--- config.mk ---
export PLATFORM = sky130hd
export DESIGN_NAME = auth_controller
export DESIGN_NICKNAME = d
export VERILOG_FILES = /design/src/rtl/auth_controller.sv
export SDC_FILE = /design/constraint.sdc
export NUM_CORES = 1
export LEC_CHECK = 0
export CAP_MARGIN = 0
export CORE_MARGIN = 5
export CORE_UTILIZATION = 35
export CTS_CLUSTER_SIZE = 28
export DETAILED_ROUTE_END_ITERATION = 7
export GPL_ROUTABILITY_DRIVEN = 0
export PLACE_DENSITY = 0.62
export SKIP_CTS_REPAIR_TIMING = 1
export SLEW_MARGIN = 20
export SYNTH_ARGS = -nofsm -noshare
export SYNTH_HDL_FRONTEND = slang
export SYNTH_SLANG_ARGS = --single-unit
--- constraint.sdc ---
create_clock -name Clk -period 2.9 [get_ports Clk]
set_input_delay 0.435 -clock Clk [delete_from_list [all_inputs] [get_ports Clk]]
set_output_delay 0.435 -clock Clk [all_outputs]
set_load 0.03 [all_outputs]
--- src/rtl/auth_controller.sv ---
// auth_controller: player login FSM (ID entry, 4-digit password check, lockout, logout).
// Optional feature: define AUTH_ENTRY_TIMEOUT_EN to abandon stalled entries after TIMEOUT_CYCLES.
module auth_controller #(
    parameter int NUM_PLAYERS = 8,
    parameter int MAX_FAILS   = 3,
    parameter int LOCK_CYCLES = 50000000
`ifdef AUTH_ENTRY_TIMEOUT_EN
    ,
    parameter int TIMEOUT_CYCLES = 500000000
`endif
) (
    input  logic       Clk,
    input  logic       Rst,
    input  logic [3:0] SwPass,
    input  logic       BtPass,
    input  logic       BtLogout,
    input  logic       GameBusy,
    output logic       LoggedIn,
    output logic [4:0] PlayerID,
    output logic [2:0] AuthState,
    output logic [2:0] DigitCount,
    output logic       AuthFail,
    output logic       Locked
);

    localparam int LOCK_W = $clog2(LOCK_CYCLES + 1);
    localparam logic [LOCK_W-1:0] LOCK_LOAD  = LOCK_W'(LOCK_CYCLES - 1);
    localparam logic [5:0]        MAX_ID     = 6'(NUM_PLAYERS);
    localparam logic [2:0]        FAIL_LIMIT = 3'(MAX_FAILS);

    typedef enum logic [2:0] {
        ST_ID_HI   = 3'd0,
        ST_ID_LO   = 3'd1,
        ST_PW      = 3'd2,
        ST_CHECK   = 3'd3,
        ST_GRANTED = 3'd4,
        ST_LOCKED  = 3'd5
    } state_t;

    state_t            r_state;
    logic [4:0]        r_id;
    logic [3:0][3:0]   r_digits;
    logic [2:0]        r_dcnt;
    logic [2:0]        r_fails;
    logic [LOCK_W-1:0] r_lock_cnt;
    logic              r_logged_in;
    logic [4:0]        r_player_id;
    logic              r_auth_fail;
    logic              r_locked;

    state_t            w_state_nxt;
    logic [4:0]        w_id_nxt;
    logic [3:0][3:0]   w_digits_nxt;
    logic [2:0]        w_dcnt_nxt;
    logic [2:0]        w_fails_nxt;
    logic [LOCK_W-1:0] w_lock_nxt;
    logic              w_logged_nxt;
    logic [4:0]        w_pid_nxt;
    logic              w_fail_nxt;
    logic              w_locked_nxt;
    logic [2:0]        w_fails_inc;
    logic              w_id_ok;
    logic              w_pw_ok;
    logic              w_timeout;

    // Digit order 0..3 occupies bits [3:0], [7:4], [11:8], [15:12].
    function automatic logic [15:0] f_expected_pw(input logic [4:0] id);
        return {4'h5 ^ {3'b000, id[4]}, id[3:0] ^ 4'hA, ~id[3:0], id[3:0]};
    endfunction

    // Whole-entry compare; an invalid ID fails only after its full password was taken.
    assign w_id_ok     = (r_id != 5'd0) && ({1'b0, r_id} <= MAX_ID);
    assign w_pw_ok     = (r_digits == f_expected_pw(r_id));
    assign w_fails_inc = r_fails + 3'd1;

`ifdef AUTH_ENTRY_TIMEOUT_EN
    localparam int IDLE_W = $clog2(TIMEOUT_CYCLES + 1);
    localparam logic [IDLE_W-1:0] IDLE_LAST = IDLE_W'(TIMEOUT_CYCLES - 1);

    logic [IDLE_W-1:0] r_idle_cnt;
    logic [IDLE_W-1:0] w_idle_nxt;

    assign w_timeout = (r_idle_cnt == IDLE_LAST);

    // Idle counter: runs only while dwelling in ID_LO/PW without a press.
    always_comb begin
        w_idle_nxt = '0;
        if ((r_state == ST_ID_LO || r_state == ST_PW) && (w_state_nxt == r_state) && !BtPass) begin
            w_idle_nxt = r_idle_cnt + IDLE_W'(1);
        end else begin
            w_idle_nxt = '0;
        end
    end

    // Idle counter register.
    always_ff @(posedge Clk) begin
        if (!Rst) begin
            r_idle_cnt <= '0;
        end else begin
            r_idle_cnt <= w_idle_nxt;
        end
    end
`else
    assign w_timeout = 1'b0;
`endif

    // Next-state and next-output logic; BtLogout outranks BtPass, which outranks the timeout.
    always_comb begin
        w_state_nxt  = r_state;
        w_id_nxt     = r_id;
        w_digits_nxt = r_digits;
        w_dcnt_nxt   = r_dcnt;
        w_fails_nxt  = r_fails;
        w_lock_nxt   = r_lock_cnt;
        w_logged_nxt = r_logged_in;
        w_pid_nxt    = r_player_id;
        w_fail_nxt   = 1'b0;
        w_locked_nxt = r_locked;
        case (r_state)
            ST_ID_HI, ST_ID_LO, ST_PW: begin
                if (BtLogout || (w_timeout && !BtPass && r_state != ST_ID_HI)) begin
                    w_state_nxt  = ST_ID_HI;
                    w_id_nxt     = 5'd0;
                    w_digits_nxt = '0;
                    w_dcnt_nxt   = 3'd0;
                end else if (BtPass) begin
                    if (r_state == ST_ID_HI) begin
                        w_id_nxt[4] = SwPass[0];
                        w_state_nxt = ST_ID_LO;
                    end else if (r_state == ST_ID_LO) begin
                        w_id_nxt[3:0] = SwPass;
                        w_dcnt_nxt    = 3'd0;
                        w_state_nxt   = ST_PW;
                    end else begin
                        w_digits_nxt[r_dcnt[1:0]] = SwPass;
                        w_dcnt_nxt  = r_dcnt + 3'd1;
                        w_state_nxt = (r_dcnt == 3'd3) ? ST_CHECK : ST_PW;
                    end
                end else begin
                    w_state_nxt = r_state;
                end
            end
            ST_CHECK: begin
                w_dcnt_nxt   = 3'd0;
                w_digits_nxt = '0;
                if (w_id_ok && w_pw_ok) begin
                    w_state_nxt  = ST_GRANTED;
                    w_logged_nxt = 1'b1;
                    w_pid_nxt    = r_id;
                    w_fails_nxt  = 3'd0;
                end else begin
                    w_fail_nxt  = 1'b1;
                    w_fails_nxt = w_fails_inc;
                    w_id_nxt    = 5'd0;
                    if (w_fails_inc >= FAIL_LIMIT) begin
                        w_state_nxt  = ST_LOCKED;
                        w_locked_nxt = 1'b1;
                        w_lock_nxt   = LOCK_LOAD;
                    end else begin
                        w_state_nxt = ST_ID_HI;
                    end
                end
            end
            ST_GRANTED: begin
                if (BtLogout && !GameBusy) begin
                    w_state_nxt  = ST_ID_HI;
                    w_logged_nxt = 1'b0;
                    w_pid_nxt    = 5'd0;
                    w_id_nxt     = 5'd0;
                end else begin
                    w_state_nxt = ST_GRANTED;
                end
            end
            ST_LOCKED: begin
                if (r_lock_cnt == '0) begin
                    w_state_nxt  = ST_ID_HI;
                    w_locked_nxt = 1'b0;
                    w_fails_nxt  = 3'd0;
                end else begin
                    w_lock_nxt = r_lock_cnt - LOCK_W'(1);
                end
            end
            default: begin
                w_state_nxt  = ST_ID_HI;
                w_id_nxt     = 5'd0;
                w_digits_nxt = '0;
                w_dcnt_nxt   = 3'd0;
                w_logged_nxt = 1'b0;
                w_pid_nxt    = 5'd0;
                w_locked_nxt = 1'b0;
            end
        endcase
    end

    // State and output registers.
    always_ff @(posedge Clk) begin
        if (!Rst) begin
            r_state     <= ST_ID_HI;
            r_id        <= 5'd0;
            r_digits    <= '0;
            r_dcnt      <= 3'd0;
            r_fails     <= 3'd0;
            r_lock_cnt  <= '0;
            r_logged_in <= 1'b0;
            r_player_id <= 5'd0;
            r_auth_fail <= 1'b0;
            r_locked    <= 1'b0;
        end else begin
            r_state     <= w_state_nxt;
            r_id        <= w_id_nxt;
            r_digits    <= w_digits_nxt;
            r_dcnt      <= w_dcnt_nxt;
            r_fails     <= w_fails_nxt;
            r_lock_cnt  <= w_lock_nxt;
            r_logged_in <= w_logged_nxt;
            r_player_id <= w_pid_nxt;
            r_auth_fail <= w_fail_nxt;
            r_locked    <= w_locked_nxt;
        end
    end

    assign LoggedIn   = r_logged_in;
    assign PlayerID   = r_player_id;
    assign AuthState  = r_state;
    assign DigitCount = r_dcnt;
    assign AuthFail   = r_auth_fail;
    assign Locked     = r_locked;

endmodule
Word-level counts from Yosys, hierarchy flattened
Index checks and enable logic that the tools add are counted.
- logic and storage cells: 116
- output and inout port bits: 14
- input port bits: 9
- register bits after elaboration: 64
- mux-type cells: 47
- add/subtract/negate cells: 3
- order comparisons: 4
- equal/unequal tests: 18
- bitwise gates (word level): 7
- reduce and logical (&&, ||, !) cells: 23
- operators by type and width (kind ; number):
    $mux W26 ; 3
    $mux W16 ; 4
    $pmux W26 S2 ; 1
    $mux W3 ; 11
    $pmux W16 S2 ; 1
    $logic_not A26 Y1 ; 1
    $sub A26 B1 Y26 const B ; 1
    $mux W5 ; 5
    $pmux W5 S4 ; 1
    $bwmux W16 ; 1
    $eq A16 B15 Y1 ; 1
    $ne A3 B3 Y1 const B ; 5
    $pmux W5 S3 ; 1
    $mux W4 ; 3
    $ne A2 B2 Y1 const B ; 6
    $pmux W3 S2 ; 2
    $pmux W3 S4 ; 1
    $reduce_and A4 Y1 ; 3
    $eq A3 B2 Y1 const B ; 3
    $mux W1 ; 9
    $demux W4 S2 ; 1
    $reduce_or A4 Y1 ; 2
    $add A3 B1 Y3 const B ; 2
    $eq A3 B3 Y1 const B ; 2
    22 further kinds ; 32

Longest topological paths before layout
Gate-level depths: netlist (run 1).
- depth after elaboration: 10
- gate-level depth with buffers: 10

Worst setup path after synthesis (run 1)
OpenSTA, ideal clock, no wires.
- path kind: register to register
- start: register r_state[1] (netlist: AuthState[1])
- end: register r_lock_cnt[17]
- arrival: 2076 ps
- data required time: 2814 ps
- stages on the path, launching flop included: 9
- setup slack: 738 ps
- period minus slack after synthesis: 2162 ps
- buffers on the path: 2
- cells stage by stage: dfxtp_1 > clkbuf_1 > nand2_1 > nor2_1 > nand2b_1 > a22oi_2 > buf_6 > a21oi_1 > a211oi_1
- longest elaborated chain between the ends: 3
- elaborated cells on any way between the ends: 8
- classes of those cells: eq/ne (5); mux (1); reduce/logical (2)
- RTL lines (element ; RTL line ; source):
    start: declaration ; 40 ; state_t r_state;
    start signal: assignment ; 209 ; r_state <= w_state_nxt;
    $eq A3 B3 Y1 / $eq A3 B2 Y1 (equally long branches) ; 119 ; case (r_state)
    $ne A2 B2 Y1 (no source line) / $reduce_bool A2 Y1 (equally long branches) ; - ;
    $reduce_and A4 Y1 (no source line) ; - ;
    end signal: assignment ; 214 ; r_lock_cnt <= w_lock_nxt;
    end: declaration ; 45 ; logic [LOCK_W-1:0] r_lock_cnt;
Several ways; a longest one is shown, not always the timed one.
A chain may end at the register's enable or synchronous reset.

Final worst setup path (run 1)
- start: register r_lock_cnt[14]
- end: register r_lock_cnt[12]
- longest elaborated chain between the ends: 3
- RTL lines (element ; RTL line ; source):
    $logic_not A26 Y1 ; 175 ; if (r_lock_cnt == '0) begin
    $ne A2 B2 Y1 (no source line) ; - ;
    $reduce_and A4 Y1 (no source line) ; - ;
Every way passes these cells.

==> out/metrics.yaml, run 1 <==
vias: 2990
use_met1_pct: 19.96
synth-seq-cells: 64
yosysSeqAreaShare_pct: 39.07
async_flop_share_pct: 0
antenna_found_initial: 0
slew_headroom_pct: 48.41
synthToLayoutAreaGrowth_pct: 18.24
dieArea_sq_um: 11410
syn_area_sq_um: 3279
power.density_nw_per_um2: 512.6
met2_usage_pct: 25.09
firstDrtPassIters: 5
path_clk_slew_ns: 0.08
period_share_pct: 86.81
nets: 426
root_buffer: "clkbuf_8"
cts-buffers-inserted: 9
holdWs_ns: 0.4547
max_freq_ghz: 0.3972
hold_violations: 0
critPathArrivalTime_ns: 2.76
r2r_slack_ns: 0.38
fin_setup_tns_ns: 0
num-fill-cells: 926
status: "finished, final reports clean"
grt_util_all_layers_pct: 15.21
min_to: "LoggedIn"
finalNonFillerCells: 525
final_util_pct: 42.16
grt_pass1_wl_microns: 14060
maxCapViolations: 0
synthTopCellsByArea: "dfxtp_1, nor2_1, a21oi_1, a32oi_1, ha_1"
reg2regPathDepth: 6
p_leak_nw: 1.409
slew_viol_final: 0
htreeDepth: 3
syn_avg_cell_area_sq_um: 8.474
cts_buffer_depth: 2
drive_above_1_share_pct: 9.179
worstReg2RegStart: "r_lock_cnt[14]"
die_x_microns: 106.8
synth_top_area_share_pct: 39.07
ys_warn_count: 0
drc: 0
start_kind: "register"
seqPwrFrac_pct: 45.5
io_pins: 23
drt_iter0_drc: 210
ant_nets: 0
cts_sinks: 64
fp.dieH_microns: 106.8
holdCritPathClass: "register to register"
synth_area_leader_cell: "dfxtp_1"
p_sw_mw: 0.4539
tritoncts: "done"
grt_pass1_vias: 2839
diodes: 0
worstSetupPathType: "register to register"
busiest_layer: "met2"
finalClockSkew_ns: 0.01126
ir_worst_vdd_v: 0.0002500
r2r_end: "r_lock_cnt[12]"
synth_nets: 404
synthCells: 387
grt_max_degree: 30
internal-power_mw: 1.534
synth_cell_types: 62
setup_violations: 0
p_sw_share_pct: 22.84
cp-end-kind: "register"
min_period_ns: 2.517
wl_per_cell_microns: 15.73
rsz0062_at_grt: "no"
port_buffers: 22
grt_remaining_overflow: 0
drt-total-wl_microns: 8259
synth-edff-count: 0
required_ns: 3.14
max_slew.worst_pin.slew_ns: 0.7738
clk_latency_ns: 0.34
ys.flop_type: "dfxtp_1"
hold_depth: 1
grt_use_met3_pct: 3.311
ys_top_cells_by_count: "dfxtp_1, nor2_1, a21oi_1, nand2_1, o21ai_0"
min_from: "LoggedIn"
rows: 35
core_sq_um: 9196
vias_per_cell: 5.695
placed_cells: 509
combPwrFrac_pct: 5.9
initial_utilization_pct: 35.66
dpl.hpwl_microns: 5859
clockPowerShare_pct: 48.7
path_max_fanout: 11
synth.most_common_cell: "dfxtp_1"
-- power groups by stage --
stage	clock [mW]	sequential (mW)	combinational [mW]
6_report	0.967	0.904	0.117
3_3_place_gp	0	0.923	0.116
3_5_place_dp	0	0.924	0.117
5_1_grt	1.03	0.906	0.129
4_1_cts	0.991	0.903	0.117
2_1_floorplan	0	0.920	0.0737
-- worst max-delay path, cell delays in order (launching register included) --
cell and delay, ns:
dfxtp_1 0.35, or3_1 0.54, nor4b_4 0.49, a41o_2 0.30, a22o_1 0.43, nor2_1 0.10, o211a_1 0.21
-- registers in the layout, summed over array words and instances (netlist names) --
register and flops:
r_id 5, AuthFail 1, r_fails 3, r_lock_cnt 26, Locked 1, AuthState 3
LoggedIn 1, DigitCount 3, r_digits 16, PlayerID 5
-- routing by layer --
layer  wire (microns)  share of wire, %
met1             3953                48
met2             4021                49
met3              260               3.1
met4               24              0.29
met5                0                 0
-- cell usage in the layout, fill, tap and decap left out, drive strengths merged, types with 10 or more instances in the layout --
cell type,netlist,layout
nand3,16,16
clkdlybuf4s50,0,22
dfxtp,64,64
buf,6,12
clkbuf,17,10
a21oi,33,33
nor3,14,14
o21ai,19,19
nand2,23,23
a32oi,16,16
nor2,55,55
-- area by class of cell --
type,count,area (sq um),area share (%)
clock inverter,6,116.4,3.001
sequential,64,1281,33.04
tap,111,138.9,3.582
timing repair buffer,34,310.3,8.003
multi-input combinational,292,1863,48.05
inverter,8,30.03,0.7744
clock buffer,10,137.6,3.550
-- kinds of logic after synthesis --
| logic type | Yosys count | synth area share (%) |
|---|---|---|
| and+or+nand+nor | 153 | 24.11 |
| AOI/OAI and AO/OA | 123 | 27.36 |
| DFF | 64 | 39.07 |
| buffers and inverters | 31 | 4.120 |
| adders and majority gates | 8 | 3.052 |
| xor gates and xnor gates | 4 | 1.068 |
| muxes | 4 | 1.221 |
-- per-stage QoR --
step / instance area [sq um] / total power, mW / setup slack [ns]
2_1_floorplan: 3279 / 0.9940 / 0.7381
3_3_place_gp: 3623 / 1.039 / 0.4590
3_5_place_dp: 3623 / 1.041 / 0.4052
4_1_cts: 3877 / 2.012 / 0.3965
5_1_grt: 3877 / 2.063 / 0.1466
6_report: 3877 / 1.988 / 0.3826
-- worst max-delay path by stage --
stage,start,end,slack (ns),cells after the start
floorplan,AuthState[1],r_lock_cnt[17],0.74,8
global placement,r_fails[0],r_lock_cnt[20],0.46,9
detailed placement,r_lock_cnt[14],r_lock_cnt[12],0.41,6
CTS,r_lock_cnt[14],r_lock_cnt[12],0.40,6
global route,r_fails[0],r_lock_cnt[23],0.15,9
finish,r_lock_cnt[14],r_lock_cnt[12],0.38,6
(Power assumes the default switching activity.)
==> run 2: changes to the inputs <==
--- a/config.mk
+++ b/config.mk
@@ -5,7 +5,7 @@
 export SDC_FILE = /design/constraint.sdc
 export NUM_CORES = 1
 export LEC_CHECK = 0
-export CAP_MARGIN = 0
+export CAP_MARGIN = 20
 export CORE_MARGIN = 5
 export CORE_UTILIZATION = 35
 export CTS_CLUSTER_SIZE = 28
==> results of run 2 <==
Same layout as run 1: the final DEF is identical, and so are final timing and power.
==> run 3: changes to the inputs <==
--- a/config.mk
+++ b/config.mk
@@ -12,6 +12,7 @@
 export DETAILED_ROUTE_END_ITERATION = 7
 export GPL_ROUTABILITY_DRIVEN = 0
 export PLACE_DENSITY = 0.62
+export RECOVER_POWER = 25
 export SKIP_CTS_REPAIR_TIMING = 1
 export SLEW_MARGIN = 20
 export SYNTH_ARGS = -nofsm -noshare
==> run 3 against run 2 <==
Against the previous run: routed wire length fell by 0.22%; clock-buffer cell count unchanged; cell area unchanged; largest cell class unchanged; sequential power is essentially flat; worst hold slack worse by 0.0056 ns; sequential cell count stayed put; register-to-register slack barely moved; non-clock buffer count unchanged; die area unchanged; clock power is essentially flat; largest power group unchanged; via count about the same.
==> out/metrics.yaml, run 3 (synthesis results as in run 1) <==
slew_headroom_pct: 44.75  # was 48.41%
cts-buffers-inserted: 9  # unchanged
holdWs_ns: 0.4491  # was 0.4547 ns
cts_sinks: 64  # unchanged
fin_area_sq_um: 3877  # unchanged
path_max_fanout: 11  # unchanged
antenna_found_initial: 0  # unchanged
grt_remaining_overflow: 0  # unchanged
regArea_sq_um: 1281  # unchanged
ir_worst_vdd_v: 0.0002500  # about the same
slowest_delay_ns: 0.54  # about the same
combPwrFrac_pct: 5.8  # was 5.9%
clockPowerShare_pct: 48.7  # about the same
root_buffer: "clkbuf_8"  # unchanged
power_mw: 1.986  # was 1.988 mW
max_freq_ghz: 0.3973  # was 0.3972 GHz
rsz0062_at_grt: "no"  # unchanged
finalClockSkew_ns: 0.01266  # was 0.01126 ns
status: "finished, final reports clean"  # unchanged
synthToLayoutAreaGrowth_pct: 18.24  # unchanged
min_from: "LoggedIn"  # unchanged
initial_utilization_pct: 35.66  # unchanged
cp-end-kind: "register"  # unchanged
final_cell_mix: "dfxtp_1, nor2_1, a21oi_1, nand2_1, o21ai_0"  # was dfxtp_1, nor2_1, a21oi_1, nand2_1, clkdlybuf4s50_1
num-fill-cells: 926  # unchanged
start_kind: "register"  # unchanged
dieArea_sq_um: 11410  # unchanged
nets: 426  # unchanged
critPathArrivalTime_ns: 2.76  # about the same
reg_top3: "r_lock_cnt x26, r_digits x16"  # unchanged
regMostFlops: "r_lock_cnt"  # unchanged
cts_buffer_depth: 2  # unchanged
min_period_ns: 2.517  # about the same
ant_nets: 0  # unchanged
required_ns: 3.14  # about the same
period_share_pct: 86.80  # was 86.81%
htreeDepth: 3  # unchanged
firstDrtPassIters: 5  # unchanged
p_sw_share_pct: 22.83  # was 22.84%
vias: 2992  # was 2990
clk_latency_ns: 0.34  # about the same
p_leak_nw: 1.451  # was 1.409 nW
fin_setup_tns_ns: 0  # unchanged
holdCritPathClass: "register to register"  # unchanged
drt_iter0_drc: 221  # was 210
max_slew.worst_pin.slew_ns: 0.8283  # was 0.7738 ns
slew_viol_final: 0  # unchanged
largest_reg_flops: 26  # unchanged
multi_input_area_sq_um: 1863  # unchanged
worstReg2RegStart: "r_lock_cnt[14]"  # unchanged
p_sw_mw: 0.4535  # was 0.4539 mW
setup_violations: 0  # unchanged
power.density_nw_per_um2: 512.3  # was 512.6 nW/um^2
final_common_cell: "dfxtp_1"  # unchanged
grt_util_all_layers_pct: 15.21  # unchanged
drive_above_1_share_pct: 9.179  # unchanged
hold_violations: 0  # unchanged
dpl.hpwl_microns: 5859  # unchanged
core_sq_um: 9196  # unchanged
vias_per_cell: 5.699  # was 5.695
drt-total-wl_microns: 8241  # was 8259 microns
wl_per_cell_microns: 15.70  # was 15.73 microns
port_buffers: 22  # unchanged
slowest_stage: "or3_1"  # unchanged
diodes: 0  # unchanged
worstSetupPathType: "register to register"  # unchanged
rows: 35  # unchanged
internal-power_mw: 1.533  # was 1.534 mW
dpl-instance-area_sq_um: 3623  # unchanged
path_clk_slew_ns: 0.08  # about the same
seqPwrFrac_pct: 45.5  # about the same
maxCapViolations: 0  # unchanged
tritoncts: "done"  # unchanged
grt_max_degree: 30  # unchanged
grt_pass1_wl_microns: 14060  # unchanged
io_pins: 23  # unchanged
grt_pass1_vias: 2839  # unchanged
cp_cell_sequence: "or3_1 -> nor4b_4 -> a41o_2 -> a22o_1 -> nor2_1 -> o211a_1"  # unchanged
crit_start: "r_lock_cnt[14]"  # unchanged
fp.dieH_microns: 106.8  # unchanged
drc: 0  # unchanged
die_x_microns: 106.8  # unchanged
-- run 3: cell count changes in the layout (fill, tap and decap cells not counted) --
cell and delta:
and2_0 +1, and2_1 -1, clkdlybuf4s50_1 -13, dlygate4sd3_1 +13
-- run 3: cell type report --
cell class,instances,share of cell area [%]
inverters,8,0.7744
clock inverters,6,3.001
multi-input cells,292,48.05
clock buffers,10,3.550
well taps,111,3.582
flip-flops and latches,64,33.04
repair buffers,34,8.003
-- run 3: stage by stage --
stage               worst slack, ns  instances  util (%)
finish                       0.3827        525     42.16
global route                 0.1466        525     42.16
CTS                          0.3965        525     42.16
detailed placement           0.4052        509     39.40
global placement             0.4590        509     39.40
floorplan                    0.7381        387         -
-- run 3: final timing paths --
check | endpoint | slack [ns] | depth (start not counted)
setup reg to reg | r_lock_cnt[12] | 0.38 | 6
hold reg to reg | LoggedIn | 0.45 | 1
hold / removal | LoggedIn | 0.45 | 1
setup / recovery | r_lock_cnt[12] | 0.38 | 6
-- run 3: critical path, delay by kind of cell, from the launching register on --
kind | cells | cell delay (ns)
flops | 1 | 0.35
compound gates | 3 | 0.93
simple gates | 3 | 1.13
-- run 3: power groups by stage --
| stage | Sequential (mW) | Combinational, mW | Clock [mW] |
|---|---|---|---|
| floorplan | 0.920 | 0.0737 | 0 |
| global placement | 0.923 | 0.116 | 0 |
| detailed placement | 0.924 | 0.117 | 0 |
| CTS | 0.903 | 0.117 | 0.991 |
| global route | 0.906 | 0.129 | 1.03 |
| finish | 0.904 | 0.116 | 0.967 |
-- run 3: layer usage --
| layer | track usage, % | routed length [microns] | vias up |
|---|---|---|---|
| met3 | 3.311 | 297 | 4 |
| met4 | 4.475 | 43 | 0 |
| met5 | 0 | 0 | - |
| met1 | 19.96 | 3886 | 1435 |
| met2 | 25.09 | 4014 | 47 |
| li1 | - | - | 1506 |
